$ cat config.mk
export PLATFORM = sky130hd
export DESIGN_NAME = chip8_sprite_blitter
export DESIGN_NICKNAME = d
export VERILOG_FILES = /design/src/rtl/chip8_sprite_blitter.sv
export SDC_FILE = /design/constraint.sdc
export NUM_CORES = 1
export LEC_CHECK = 0
export ABC_CLOCK_PERIOD_IN_PS = 3800
export CAP_MARGIN = 20
export CORE_ASPECT_RATIO = 0.7
export CORE_MARGIN = 4
export CORE_UTILIZATION = 50
export CTS_CLUSTER_DIAMETER = 40
export DETAILED_ROUTE_END_ITERATION = 12
export GPL_ROUTABILITY_DRIVEN = 0
export GPL_TIMING_DRIVEN = 0
export PLACE_DENSITY = 0.71
export SYNTH_ARGS = -nofsm -noshare
export SYNTH_HDL_FRONTEND = slang
export SYNTH_SLANG_ARGS = --single-unit
$ cat constraint.sdc
create_clock -name clk_in -period 3.8 [get_ports clk_in]
set_input_delay 0.38 -clock clk_in [delete_from_list [all_inputs] [get_ports clk_in]]
set_output_delay 0.38 -clock clk_in [all_outputs]
set_load 0.1 [all_outputs]
$ cat src/rtl/chip8_sprite_blitter.sv
// CHIP-8/SCHIP sprite draw engine: XOR blits byte-packed sprites into VRAM with wrap or clip,
// clears the screen, and reports collisions through a busy/done handshake.
module chip8_sprite_blitter #(
  parameter int unsigned WIDTH  = 64,
  parameter int unsigned HEIGHT = 32
) (
  input  logic                      clk_in,
  input  logic                      rst_in,
  input  logic                      start_in,
  input  logic                      clear_in,
  input  logic [11:0]               sprite_addr_in,
  input  logic [$clog2(WIDTH)-1:0]  x_in,
  input  logic [$clog2(HEIGHT)-1:0] y_in,
  input  logic [3:0]                height_in,
  input  logic                      wrap_in,
  input  logic                      wide_in,
  output logic                      busy_out,
  output logic                      done_out,
  output logic                      collision_out,
  output logic                      mem_valid_out,
  input  logic                      mem_ready_in,
  output logic                      mem_we_out,
  output logic                      mem_type_out,
  output logic [11:0]               mem_addr_out,
  output logic [7:0]                mem_wdata_out,
  input  logic                      mem_rvalid_in,
  input  logic [7:0]                mem_rdata_in
);

  localparam int unsigned XW     = $clog2(WIDTH);
  localparam int unsigned YW     = $clog2(HEIGHT);
  localparam int unsigned CW     = XW - 3;
  localparam int unsigned VAW    = CW + YW;
  localparam int unsigned RW     = YW + 5;
  localparam int unsigned NBYTES = WIDTH * HEIGHT / 8;

  typedef enum logic [2:0] {StIdle, StFetch, StRdV, StWrV, StClear, StDone} state_e;

  state_e state_q, state_d;

  logic [11:0]    base_q, base_d;
  logic [XW-1:0]  x_q, x_d;
  logic [YW-1:0]  y_q, y_d;
  logic [4:0]     rows_q, rows_d;
  logic           wrap_q, wrap_d;
  logic           wide_q, wide_d;
  logic [4:0]     row_q, row_d;
  logic [1:0]     cnt_q, cnt_d;
  logic [15:0]    spr_q, spr_d;
  logic [23:0]    old_q, old_d;
  logic           wait_q, wait_d;
  logic [VAW-1:0] clr_q, clr_d;
  logic           coll_q, coll_d;

  logic        mem_valid_q, mem_valid_d;
  logic        mem_we_q, mem_we_d;
  logic        mem_type_q, mem_type_d;
  logic [11:0] mem_addr_q, mem_addr_d;
  logic [7:0]  mem_wdata_q, mem_wdata_d;
  logic        busy_q, busy_d;
  logic        done_q, done_d;

  logic [4:0]    rows_in;
  logic          issue_ok, acc, rd_done;
  logic [1:0]    nb_last, spr_last;
  logic [23:0]   win;
  logic [7:0]    win_byte, old_byte;
  logic [CW:0]   col_sum;
  logic [RW-1:0] row_sum, row_nxt;
  logic          row_end_j, row_last, clr_last;
  logic [11:0]   vram_addr, ram_addr;

  assign rows_in  = (wide_in && height_in == 4'd0) ? 5'd16 : {1'b0, height_in};
  assign issue_ok = !mem_valid_q && !wait_q;
  assign acc      = mem_valid_q && mem_ready_in;
  assign rd_done  = wait_q && mem_rvalid_in;
  assign nb_last  = wide_q ? 2'd2 : 2'd1;
  assign spr_last = {1'b0, wide_q};

  // Sprite row is top-aligned in a 24-bit window; byte j of the window is bits [23-8j -: 8].
  assign win = {spr_q[15:8], (wide_q ? spr_q[7:0] : 8'h00), 8'h00} >> x_q[2:0];

  always_comb begin
    win_byte = win[7:0];
    old_byte = old_q[7:0];
    case (cnt_q)
      2'd0: begin
        win_byte = win[23:16];
        old_byte = old_q[23:16];
      end
      2'd1: begin
        win_byte = win[15:8];
        old_byte = old_q[15:8];
      end
      default: ;
    endcase
  end

  // Clipped columns are always a tail of the row, so the first skipped byte ends the pass.
  assign col_sum   = {1'b0, x_q[XW-1:3]} + (CW+1)'(cnt_q);
  assign row_end_j = (cnt_q > nb_last) || (!wrap_q && col_sum[CW]);
  assign row_sum   = RW'(y_q) + RW'(row_q);
  assign row_nxt   = row_sum + RW'(1);
  assign row_last  = ((row_q + 5'd1) == rows_q) || (!wrap_q && row_nxt >= RW'(HEIGHT));
  assign clr_last  = (clr_q == VAW'(NBYTES - 1));
  assign vram_addr = 12'({row_sum[YW-1:0], col_sum[CW-1:0]});
  assign ram_addr  = base_q + (wide_q ? {6'd0, row_q, 1'b0} : {7'd0, row_q}) + {10'd0, cnt_q};

  always_ff @(posedge clk_in or posedge rst_in) begin
    if (rst_in) state_q <= StIdle;
    else        state_q <= state_d;
  end

  always_comb begin
    state_d = state_q;
    case (state_q)
      StIdle: begin
        if (clear_in)      state_d = StClear;
        else if (start_in) state_d = (rows_in == 5'd0) ? StDone : StFetch;
      end
      StFetch: if (rd_done && cnt_q == spr_last) state_d = StRdV;
      StRdV:   if (issue_ok && row_end_j) state_d = StWrV;
      StWrV:   if (issue_ok && row_end_j) state_d = row_last ? StDone : StFetch;
      StClear: if (acc && clr_last) state_d = StDone;
      StDone:  state_d = StIdle;
      default: state_d = StIdle;
    endcase
  end

  always_comb begin
    base_d = base_q;
    x_d    = x_q;
    y_d    = y_q;
    rows_d = rows_q;
    wrap_d = wrap_q;
    wide_d = wide_q;
    row_d  = row_q;
    cnt_d  = cnt_q;
    spr_d  = spr_q;
    old_d  = old_q;
    wait_d = wait_q;
    clr_d  = clr_q;
    coll_d = coll_q;
    case (state_q)
      StIdle: begin
        if (clear_in) begin
          clr_d  = '0;
          coll_d = 1'b0;
        end else if (start_in) begin
          base_d = sprite_addr_in;
          x_d    = x_in;
          y_d    = y_in;
          rows_d = rows_in;
          wrap_d = wrap_in;
          wide_d = wide_in;
          row_d  = 5'd0;
          cnt_d  = 2'd0;
          coll_d = 1'b0;
        end
      end
      StFetch: begin
        if (acc) wait_d = 1'b1;
        if (rd_done) begin
          wait_d = 1'b0;
          if (cnt_q == 2'd0) spr_d[15:8] = mem_rdata_in;
          else               spr_d[7:0]  = mem_rdata_in;
          cnt_d = (cnt_q == spr_last) ? 2'd0 : cnt_q + 2'd1;
        end
      end
      StRdV: begin
        if (acc) wait_d = 1'b1;
        if (rd_done) begin
          wait_d = 1'b0;
          case (cnt_q)
            2'd0:    old_d[23:16] = mem_rdata_in;
            2'd1:    old_d[15:8]  = mem_rdata_in;
            default: old_d[7:0]   = mem_rdata_in;
          endcase
          cnt_d = cnt_q + 2'd1;
        end else if (issue_ok && row_end_j) begin
          cnt_d = 2'd0;
        end
      end
      StWrV: begin
        if (acc) begin
          coll_d = coll_q | (|(old_byte & win_byte));
          cnt_d  = cnt_q + 2'd1;
        end else if (issue_ok && row_end_j) begin
          cnt_d = 2'd0;
          if (!row_last) row_d = row_q + 5'd1;
        end
      end
      StClear: if (acc) clr_d = clr_q + VAW'(1);
      default: ;
    endcase
  end

  always_comb begin
    mem_valid_d = mem_valid_q && !mem_ready_in;
    mem_we_d    = mem_we_q;
    mem_type_d  = mem_type_q;
    mem_addr_d  = mem_addr_q;
    mem_wdata_d = mem_wdata_q;
    if (issue_ok) begin
      case (state_q)
        StFetch: begin
          mem_valid_d = 1'b1;
          mem_we_d    = 1'b0;
          mem_type_d  = 1'b0;
          mem_addr_d  = ram_addr;
        end
        StRdV: if (!row_end_j) begin
          mem_valid_d = 1'b1;
          mem_we_d    = 1'b0;
          mem_type_d  = 1'b1;
          mem_addr_d  = vram_addr;
        end
        StWrV: if (!row_end_j) begin
          mem_valid_d = 1'b1;
          mem_we_d    = 1'b1;
          mem_type_d  = 1'b1;
          mem_addr_d  = vram_addr;
          mem_wdata_d = old_byte ^ win_byte;
        end
        StClear: begin
          mem_valid_d = 1'b1;
          mem_we_d    = 1'b1;
          mem_type_d  = 1'b1;
          mem_addr_d  = 12'(clr_q);
          mem_wdata_d = 8'h00;
        end
        default: ;
      endcase
    end
    busy_d = (state_d != StIdle) && (state_d != StDone);
    done_d = (state_d == StDone);
  end

  always_ff @(posedge clk_in or posedge rst_in) begin
    if (rst_in) begin
      base_q      <= '0;
      x_q         <= '0;
      y_q         <= '0;
      rows_q      <= '0;
      wrap_q      <= 1'b0;
      wide_q      <= 1'b0;
      row_q       <= '0;
      cnt_q       <= '0;
      spr_q       <= '0;
      old_q       <= '0;
      wait_q      <= 1'b0;
      clr_q       <= '0;
      coll_q      <= 1'b0;
      mem_valid_q <= 1'b0;
      mem_we_q    <= 1'b0;
      mem_type_q  <= 1'b0;
      mem_addr_q  <= '0;
      mem_wdata_q <= '0;
      busy_q      <= 1'b0;
      done_q      <= 1'b0;
    end else begin
      base_q      <= base_d;
      x_q         <= x_d;
      y_q         <= y_d;
      rows_q      <= rows_d;
      wrap_q      <= wrap_d;
      wide_q      <= wide_d;
      row_q       <= row_d;
      cnt_q       <= cnt_d;
      spr_q       <= spr_d;
      old_q       <= old_d;
      wait_q      <= wait_d;
      clr_q       <= clr_d;
      coll_q      <= coll_d;
      mem_valid_q <= mem_valid_d;
      mem_we_q    <= mem_we_d;
      mem_type_q  <= mem_type_d;
      mem_addr_q  <= mem_addr_d;
      mem_wdata_q <= mem_wdata_d;
      busy_q      <= busy_d;
      done_q      <= done_d;
    end
  end

  assign busy_out      = busy_q;
  assign done_out      = done_q;
  assign collision_out = coll_q;
  assign mem_valid_out = mem_valid_q;
  assign mem_we_out    = mem_we_q;
  assign mem_type_out  = mem_type_q;
  assign mem_addr_out  = mem_addr_q;
  assign mem_wdata_out = mem_wdata_q;

endmodule

### Word level (Yosys, flattened, before mapping)

Index checks and enable logic that the tools add are counted.

| word-level totals | value |
|---|---|
| output and inout port bits | 26 |
| input port bits | 43 |
| register bits after elaboration | 115 |
| logic and storage cells | 161 |

| operators by class | value |
|---|---|
| mux-type cells | 49 |
| shifts and indexed selects | 1 |
| reduce and logical (&&, ||, !) cells | 48 |
| $add $sub $neg | 8 |
| eq/ne operators | 23 |
| bitwise gates (word level) | 6 |
| order comparisons | 2 |

Operators with widths:

| operator | count |
|---|---|
| case mux 8 bit (2 select lines) | 4 |
| case mux 12 bit (3 select lines) | 1 |
| 2-to-1 mux 8 bit | 4 |
| 2-to-1 mux 5 bit | 6 |
| AND reduction 3 bit | 10 |
| 2-to-1 mux 3 bit | 8 |
| != test 2 bit (second input constant) | 12 |
| >> shifter 24 x 3 -> 24 bit | 1 |
| 2-to-1 mux 2 bit | 8 |
| case mux 3 bit (5 select lines) | 1 |
| adder 12 x 2 -> 12 bit | 1 |
| adder 12 x 6 -> 12 bit | 1 |
| 2-to-1 mux 12 bit | 1 |
| logical AND 1 bit | 11 |
| case mux 5 bit (2 select lines) | 1 |
| 2-to-1 mux 1 bit | 9 |
| adder 8 x 1 -> 8 bit (second input constant) | 1 |
| bitwise AND 8 bit | 1 |
| equality test 8 bit (second input constant) | 1 |
| case mux 2 bit (4 select lines) | 1 |
| AND reduction 4 bit | 2 |
| nonzero test 2 bit | 4 |
| nonzero test 4 bit | 2 |
| OR reduction 2 bit | 4 |
| other kinds (31) | 42 |

### Logic depth before layout (Yosys ltp)

Gate-level depths: netlist of the first run.

| depth | value |
|---|---|
| depth after elaboration | 10 |
| mapped depth | 13 |
| depth with buffers taken out | 13 |

### Least setup slack after synthesis of the first run

No wires, ideal clock.

| timing path | value |
|---|---|
| path type | register to register |
| from | register wide_q |
| to | register mem_addr_q[11], in the netlist mem_addr_out[11] |
| period minus slack after synthesis | 3,057 ps |
| data arrival time | 2,979 ps |
| data required time | 3,722 ps |
| library setup time | 78 ps |
| setup slack | 743 ps |
| buffers on the path | 1 |
| cell stages (with the launch flop) | 13 |
| cell sequence | dfrtp_1 -> clkbuf_1 -> mux2_2 -> fa_1 -> ha_1 -> inv_1 -> fa_1 -> nor2b_1 -> o21ai_0 -> a21oi_1 -> o211ai_1 -> xor2_1 -> o2bb2ai_1 |

| on the way | value |
|---|---|
| word-level cells in the longest chain between the ends | 5 |
| elaborated cells between the ends (all ways) | 9 |
| classes of those cells | add/sub: 2; order compare: 1; eq/ne: 1; mux: 3; reduce/logical: 2 |

RTL lines:

| what | line | text |
|---|---|---|
| start: declaration | 46 | `logic wide_q, wide_d;` |
| start signal: assignment | 267 | `wide_q <= wide_d;` |
| parallel branches: the longest is 5 deep, another holds adder 12 x 6 -> 12 bit | - |  |
| end signal: assignment | 278 | `mem_addr_q <= mem_addr_d;` |
| end: declaration | 58 | `logic [11:0] mem_addr_q, mem_addr_d;` |

Parallel ways; which one is timed is not known.
A chain may end at the register's enable or synchronous reset.

### Worst setup path in the final report of the first run

Ends and elaborated chain as after synthesis.

==> reports/metrics.cfg, run 1 <==
[routing]
ant_nets = 0
routed_wl_um = 18900
drtIter0Drc = 491
firstDrtPassIters = 7
vias = 5780
drc = 0
vias_per_cell = 5.81
wl_per_cell_um = 19.0

[yosys]
yosysSeqAreaShare_pct = 41.8
async_flop_share_pct = 100
yosysUniqueCellTypes = 71
syn_area_mm2 = 0.00688
netlist_instances = 709
synth_edf_count = 0
synth_seq_cells = 115
syn_avg_cell_area_um2 = 9.70
synth_area_leaders = dfrtp_1 (42%), mux2_2 (9.5%), nand2_1 (7.4%)
synth_top_area_share_pct = 41.8
yosysTopAreaCell = dfrtp_1
ys.flop_type = dfrtp_1
syn_nets = 788
yosysWarnings = 0

[timing]
slew-limit-headroom_pct = 34.2
drv_slew = 0
fin_crit_ns = 3.44
hold_violations = 0
rsz0062_at_grt = no
setup_viol = 0
timing.hold.ws_ns = 0.418
achievable-frequency_ghz = 0.291
fin_skew_ns = 0.00990
min_period_over_period_pct = 90.6
worst_slew_pin_slew_ns = 0.984

[critical_path]
cp_cell_sequence = clkbuf_2 -> mux2_2 -> fa_1 -> ha_1 -> inv_1 -> fa_1 -> nor2b_1 -> o21ai_0 -> a21oi_1 -> o211ai_1 -> xor2_1 -> o2bb2ai_1
ff2ff_path_depth = 12
r2r_start = wide_q
rr_endpoint = mem_addr_out[11]
start_kind = flop
crit_family = adder cells
worst-setup-path-type = reg2reg
crit_path_end_kind = flop
cp.required_ns = 4.14
crit_slowest_cell = fa_1
critPathMaxStageDelay_ns = 0.49
crit_fanout = 10
reg2reg_slack_ns = 0.36
crit_buf_inv = 2
cp.arrival_ns = 3.79
cp_common_cell = fa_1

[grt]
antenna_found_initial = 1
grt_pass1_vias = 5661
groute.usage.overall_pct = 24.7
grt_overflow = 0
grt_max_degree = 65
grt_pass1_wl_um = 30600

[flow_run]
max_cap_violations = 0

[clock_tree]
clock_path_buffers = 2
cts_sinks = 115
path_clk_slew_ns = 0.07
htreeDepth = 4
clock_latency_ns = 0.42
cts-root-buf = clkbuf_16
hold_buffers = 0
cts_made_buffers = 17
cts_tree = built

[cells_and_area]
areaGrowthSynthToFinish_pct = 22.4
antenna_cells = 0
final_cell_mix = nand2_1 (136), dfrtp_1 (115), clkdlybuf4s50_1 (68), mux2_2 (58), nor2_1 (39)
final_common_cell = nand2_1
drive_gt1_share_pct = 15.3
final_nets = 876

[floorplanning]
fp.dieW_um = 148
die_area_mm2 = 0.0157
core.rowCount = 35
start_util_pct = 51.7
ios = 69
die_y_um = 106
coreArea_mm2 = 0.0133

[power]
p_total_mw = 4.43
power_density_mw_per_mm2 = 526
p_leak_nw = 3.89
ir_drop_v = 0.000330

[run_status]
outcome = finished clean

[place]
dp_hpwl_um = 13800
port_buffers = 68

[hold_path]
min_path_type = in2async

state kept, by name, indices dropped and copies added (netlist names), 2 cells and up:
| signal | cells |
|---|---|
| mem_wdata_out | 8 |
| cnt_q | 2 |
| spr_q | 16 |
| y_q | 5 |
| rows_q | 5 |
| state_q | 3 |
| clr_q | 8 |
| x_q | 6 |
| mem_addr_out | 12 |
| old_q | 24 |
| base_q | 12 |
| row_q | 5 |
cell usage after synthesis (all sizes together) (10+ instances only):
| master | instances |
|---|---|
| xor2 | 10 |
| mux2i | 13 |
| buf | 15 |
| inv | 27 |
| nand2 | 136 |
| ha | 31 |
| a22oi | 11 |
| a21oi | 31 |
| nand3 | 22 |
| mux2 | 58 |
| nor2 | 39 |
| nand3b | 10 |
| o21ai | 32 |
| dfrtp | 115 |
| clkbuf | 22 |
power by group:
group,switching [mW],leakage [nW],internal (mW),total (mW)
registers,0.121,1.51,1.35,1.47
logic,0.896,2.09,0.420,1.32
clock network,0.662,0.293,0.985,1.65
total,1.68,3.89,2.75,4.43
timing repair:
action	CTS	global route
gates resized for setup	0	2
setup endpoints to repair	0	3
setup buffers	0	0
hold endpoints to repair	0	0
worst max path at each step:
stage                     startpoint          endpoint  slack (ns)  depth (start not counted)
after floorplan               rst_in         base_q[0]        0.38                          1
after global placement        rst_in          spr_q[9]       -1.24                          2
after detailed placement      wide_q  mem_addr_out[11]        0.23                         12
after CTS                     wide_q  mem_addr_out[11]        0.21                         12
after global routing          wide_q   mem_addr_out[9]        0.07                         12
final                         wide_q  mem_addr_out[11]        0.36                         12
per-layer routing:
| layer | global-route usage, % | part of all wire (%) | vias to the layer above | routed length (um) |
|---|---|---|---|---|
| li1 | - | - | 2697 | - |
| met1 | 38.1 | 48 | 2818 | 9120 |
| met2 | 35.8 | 43 | 244 | 8110 |
| met3 | 4.47 | 7.7 | 21 | 1450 |
| met4 | 6.06 | 1.0 | 0 | 189 |
| met5 | 0 | 0 | - | 0 |
layout make-up:
cell class	instances	area, um2
buffer	37	189
inverter	27	104
fill	1086	4890
multi-input combinational	530	3710
clock buffer	17	425
tap	185	231
sequential	115	2880
timing repair buffer	69	708
clock inverter	15	174
through the flow:
step           setup slack (ns)  cell area, um2  TNS, ns  util (%)  instances
6_report                  0.358            8420        0      63.3        995
5_1_grt                  0.0651            8420        0      63.3        995
4_1_cts                   0.205            8420        0      63.2        995
3_5_place_dp              0.233            7820        0      58.7        963
3_3_place_gp              -1.24            7790  -142.10      58.5        962
2_1_floorplan             0.376            6880        0         -        709
kinds of logic after synthesis:
family | synth area share, %
and+or+nand+nor | 18.8
AOI/OAI and AO/OA | 14.4
DFF | 41.8
muxes | 11.4
buffers and inverters | 4.20
adders and majority gates | 7.09
xor gates and xnor gates | 2.29
Note: power is estimated with default switching activity, not from simulation.
==> inputs of run 2 (changes only) <==
--- a/config.mk
+++ b/config.mk
@@ -7,14 +7,16 @@
 export LEC_CHECK = 0
 export ABC_CLOCK_PERIOD_IN_PS = 3800
 export CAP_MARGIN = 20
+export CELL_PAD_IN_SITES_DETAIL_PLACEMENT = 0
+export CELL_PAD_IN_SITES_GLOBAL_PLACEMENT = 1
 export CORE_ASPECT_RATIO = 0.7
 export CORE_MARGIN = 4
-export CORE_UTILIZATION = 50
+export CORE_UTILIZATION = 45
 export CTS_CLUSTER_DIAMETER = 40
 export DETAILED_ROUTE_END_ITERATION = 12
 export GPL_ROUTABILITY_DRIVEN = 0
 export GPL_TIMING_DRIVEN = 0
-export PLACE_DENSITY = 0.71
+export PLACE_DENSITY_LB_ADDON = 0.1
 export SYNTH_ARGS = -nofsm -noshare
 export SYNTH_HDL_FRONTEND = slang
 export SYNTH_SLANG_ARGS = --single-unit
==> run 2 against run 1 <==
  * First-iteration DRC count increased by 9.4%
  * Combinational power barely moved
  * Hold slack lost 0.15 ns
  * Final area is 0.43% higher
  * Sequential share of layout area is 0.15 points lower
  * Global-route usage fell by 1.4 points
  * Critical path type unchanged
  * Critical endpoint unchanged
==> reports/metrics.cfg, run 2 (synthesized netlist as in run 1, its figures left out) <==
[floorplanning]
die_y_um = 111
core.rowCount = 37
start_util_pct = 46.4
ios = 69
die_area_mm2 = 0.0174
coreArea_mm2 = 0.0148
fp.dieW_um = 156

[timing]
hold_violations = 0
fin_crit_ns = 3.47
slew-limit-headroom_pct = 34.1
fin_skew_ns = 0.00730
setup_viol = 0
worst_slew_pin_slew_ns = 0.986
drv_slew = 0
achievable-frequency_ghz = 0.288
min_period_over_period_pct = 91.4
finalSetupTns_ns = 0
rsz0062_at_grt = no

[cells_and_area]
areaGrowthSynthToFinish_pct = 23.0
final_nets = 876
filler_cell_count = 1311
fin_cells = 1006
final_cell_mix = nand2_1 (136), dfrtp_1 (115), clkdlybuf4s50_1 (68), mux2_2 (58), nor2_1 (39)
final_common_cell = nand2_1
top_register = old_q
largest_reg_flops = 24
final_core_util_pct = 57.1
reg_top3 = old_q (24), spr_q (16)
drive_gt1_share_pct = 15.3

[routing]
drtIter0Drc = 537
drc = 0
firstDrtPassIters = 7
ant_nets = 0
vias = 5710
wl_per_cell_um = 19.3
vias_per_cell = 5.68
routed_wl_um = 19400

[clock_tree]
hold_buffers = 0
post_cts_resized = 0
htreeDepth = 4
clock_path_buffers = 2
cts-root-buf = clkbuf_16
clock_latency_ns = 0.42
cts_made_buffers = 17
path_clk_slew_ns = 0.06
cts_tree = built
post-cts-setup-buffers = 0
cts_sinks = 115

[power]
ir_drop_v = 0.000307
power.share.switching_pct = 36.7
seqPwrFrac_pct = 32.9
p_leak_nw = 3.89
p_total_mw = 4.46
p_int_mw = 2.82
clkPwrFrac_pct = 37.5
power_density_mw_per_mm2 = 528
pwr-share-comb_pct = 29.6
power.net_switching_mw = 1.64

[critical_path]
cp-startpoint = wide_q
crit_slowest_cell = fa_1
rr_endpoint = mem_addr_out[11]
cp.required_ns = 4.14
r2r_start = wide_q
crit_fanout = 10
worst-setup-path-type = reg2reg
cp_cell_sequence = clkbuf_2 -> mux2_2 -> fa_1 -> ha_1 -> inv_1 -> fa_1 -> nor2b_1 -> o21ai_0 -> a21oi_1 -> o211ai_1 -> xor2_1 -> o2bb2ai_1
crit_path_end_kind = flop
cp.arrival_ns = 3.81
start_kind = flop
critPathMaxStageDelay_ns = 0.48
ff2ff_path_depth = 12
reg2reg_slack_ns = 0.33
endpoint = mem_addr_out[11]
cp_common_cell = fa_1

[grt]
grt_max_degree = 98
groute.usage.overall_pct = 23.2
grt_pass1_vias = 5735
grt_pass1_wl_um = 31500
grt_overflow = 0
antenna_found_initial = 1

[place]
dp_hpwl_um = 14500
port_buffers = 68
dp_cells = 973

[run_status]
outcome = finished clean

[flow_run]
max_cap_violations = 0

[hold_path]
min_path_type = in2async

-- run 2: per-stage QoR --
step	setup slack, ns	hold WS (ns)	cell area (um2)
CTS	0.170	0.258	8450
global route	0.0734	0.276	8450
global placement	-1.27	0.466	7800
detailed placement	0.206	0.473	7840
floorplan	0.376	0.452	6880
finish	0.326	0.263	8460
-- run 2: cell type report --
cell class | instances | area [um2] | share of cell area (%)
repair buffers | 69 | 708 | 8.37
clock buffers | 18 | 439 | 5.19
flip-flops and latches | 115 | 2880 | 34.0
multi-input cells | 530 | 3710 | 43.9
inverters | 27 | 106 | 1.26
diodes | 1 | 2.50 | 0.0296
well taps | 195 | 244 | 2.89
clock inverters | 14 | 179 | 2.12
plain buffers | 37 | 189 | 2.23
-- run 2: critical path: cells and delay by family, from the launching register on --
family / cells / cell delay, ns
AO/OA/AOI/OAI: 4 / 0.84
XOR/XNOR: 1 / 0.17
adder cells (fa/ha/maj): 3 / 1.03
buffers and inverters: 2 / 0.37
flip-flops: 1 / 0.44
multiplexers: 1 / 0.38
AND/OR/NAND/NOR: 1 / 0.17
-- run 2: worst min-delay path by stage --
stage | slack [ns] | cells past startpoint | to
after floorplan | 0.45 | 2 | base_q[2]
after global placement | 0.47 | 2 | base_q[3]
after detailed placement | 0.47 | 2 | base_q[4]
after CTS | 0.26 | 2 | mem_wdata_out[7]
after global routing | 0.28 | 2 | old_q[10]
final | 0.26 | 2 | mem_wdata_out[7]
-- run 2: metal layers --
layer,track usage (%),up-vias,routed length (um)
met5,0,-,0
met4,5.95,0,152
met3,4.86,15,1270
met2,31.2,175,7960
met1,37.5,2824,10000
li1,-,2696,-
-- run 2: power by group through the flow --
stage / Clock, mW / Sequential, mW / Combinational (mW)
global route: 1.76 / 1.49 / 1.42
CTS: 1.71 / 1.47 / 1.32
floorplan: 0 / 1.81 / 0.599
global placement: 0 / 1.48 / 1.29
finish: 1.67 / 1.47 / 1.32
detailed placement: 0 / 1.49 / 1.31
==> inputs of run 3 (changes only) <==
--- a/config.mk
+++ b/config.mk
@@ -12,6 +12,7 @@
 export CORE_ASPECT_RATIO = 0.7
 export CORE_MARGIN = 4
 export CORE_UTILIZATION = 45
+export CTS_BUF_LIST = sky130_fd_sc_hd__clkbuf_16
 export CTS_CLUSTER_DIAMETER = 40
 export DETAILED_ROUTE_END_ITERATION = 12
 export GPL_ROUTABILITY_DRIVEN = 0
==> run 3 against run 2 <==
  * Clock-buffer cell count shrank 1
  * Die area is the same
  * Register-to-register slack is essentially flat
  * Cell count is the same
  * Hold slack is essentially flat
  * Final area shrank 0.12%
  * Sequential power is essentially flat
  * Combinational power is essentially flat
  * Sequential share of layout area is essentially flat
  * Non-clock buffer count is the same
  * Global-route usage is the same
  * Critical endpoint unchanged
  * Largest cell class unchanged
  * Largest power group unchanged
==> reports/metrics.cfg, run 3 (synthesized netlist as in run 1, its figures left out) <==
[routing]
vias_per_cell = 5.69
drc = 0
firstDrtPassIters = 5
vias = 5723
wl_per_cell_um = 19.3
routed_wl_um = 19400
drtIter0Drc = 537
ant_nets = 0

[grt]
antenna_found_initial = 1
grt_pass1_wl_um = 31500
groute.usage.overall_pct = 23.2
grt_pass1_vias = 5735
grt_max_degree = 98
grt_overflow = 0

[critical_path]
reg2reg_slack_ns = 0.32
cp.required_ns = 4.14
cp_cell_sequence = clkbuf_2 -> mux2_2 -> fa_1 -> ha_1 -> inv_1 -> fa_1 -> nor2b_1 -> o21ai_0 -> a21oi_1 -> o211ai_1 -> xor2_1 -> o2bb2ai_1
ff2ff_path_depth = 12
start_kind = flop
crit_fanout = 10
worst-setup-path-type = reg2reg
r2r_start = wide_q
crit_slowest_cell = fa_1
crit_path_end_kind = flop
rr_endpoint = mem_addr_out[11]
cp_common_cell = fa_1
critPathMaxStageDelay_ns = 0.48
cp.arrival_ns = 3.82

[power]
p_leak_nw = 3.89
ir_drop_v = 0.000307
power_density_mw_per_mm2 = 526
p_total_mw = 4.44

[floorplanning]
core.rowCount = 37
ios = 69
die_y_um = 111
fp.dieW_um = 156
coreArea_mm2 = 0.0148
start_util_pct = 46.4
die_area_mm2 = 0.0174

[timing]
achievable-frequency_ghz = 0.287
worst_slew_pin_slew_ns = 0.986
fin_crit_ns = 3.48
drv_slew = 0
rsz0062_at_grt = no
hold_violations = 0
timing.hold.ws_ns = 0.262
slew-limit-headroom_pct = 34.1
fin_skew_ns = 0.00686
min_period_over_period_pct = 91.6
setup_viol = 0

[clock_tree]
path_clk_slew_ns = 0.06
cts-root-buf = clkbuf_16
clock_latency_ns = 0.42
cts_tree = built
htreeDepth = 4
cts_made_buffers = 17
post-cts-setup-buffers = 0
cts_sinks = 115
hold_buffers = 0
clock_path_buffers = 2

[cells_and_area]
top_register = old_q
areaGrowthSynthToFinish_pct = 22.8
reg_top3 = old_q (24), spr_q (16)
filler_cell_count = 1312
drive_gt1_share_pct = 15.2
final_nets = 876
final_common_cell = nand2_1
largest_reg_flops = 24
final_cell_mix = nand2_1 (136), dfrtp_1 (115), clkdlybuf4s50_1 (68), mux2_2 (58), nor2_1 (39)

[place]
dp_hpwl_um = 14500
port_buffers = 68

[flow_run]
max_cap_violations = 0

[run_status]
outcome = finished clean

[hold_path]
min_path_type = in2async

run 3: cell count changes in the layout (fill, tap and decap cells not counted):
cell      change
clkinv_1      +1
clkbuf_8      -1
run 3: worst max-delay path by stage:
stage / from / endpoint / cells past startpoint
global route: wide_q / mem_addr_out[7] / 12
CTS: wide_q / mem_addr_out[11] / 12
finish: wide_q / mem_addr_out[11] / 12
floorplan: rst_in / base_q[0] / 1
detailed placement: wide_q / mem_addr_out[11] / 12
global placement: rst_in / clr_q[7] / 2
run 3: metal layers:
layer	share of wire, %	up-vias	GRT usage (%)
met1	52	2838	37.5
met4	0.77	0	5.95
li1	-	2696	-
met3	6.5	15	4.86
met2	41	174	31.2
met5	0	-	0
run 3: metrics by stage:
step                      cell area, um2  setup TNS, ns  worst slack (ns)  instances  util, %
after CTS                           8440              0             0.169       1005     57.0
final                               8450              0             0.318       1006     57.0
after global placement              7800        -145.17             -1.27        972     52.7
after detailed placement            7840              0             0.206        973     52.9
after floorplan                     6880              0             0.376        709        -
after global routing                8440              0            0.0734       1005     57.0
run 3: area by class of cell:
type,instances,area (um2),area share [%]
clock inverter,15,183,2.16
antenna,1,2.50,0.0296
buffer,37,189,2.24
clock buffer,17,425,5.04
inverter,27,106,1.26
multi-input combinational,530,3710,43.9
tap,195,244,2.89
timing repair buffer,69,708,8.38
sequential,115,2880,34.1
run 3: critical path: cells and delay by family, from the launching register on:
kind,cells,cell delay [ns]
muxes,1,0.39
AOI/OAI and AO/OA,4,0.84
and+or+nand+nor,1,0.17
adders and majority gates,3,1.03
DFF,1,0.44
buffers and inverters,2,0.37
xor gates and xnor gates,1,0.17
run 3: report_power, final:
group	switching [mW]	internal (mW)
clock	0.617	1.04
sequential	0.122	1.35
combinational	0.899	0.420
total	1.64	2.80
run 3: timing repair:
item | 4_1_cts | 5_1_grt
setup endpoints to repair | 0 | 3
resized for setup | 0 | 2
hold endpoints to repair | 0 | 0
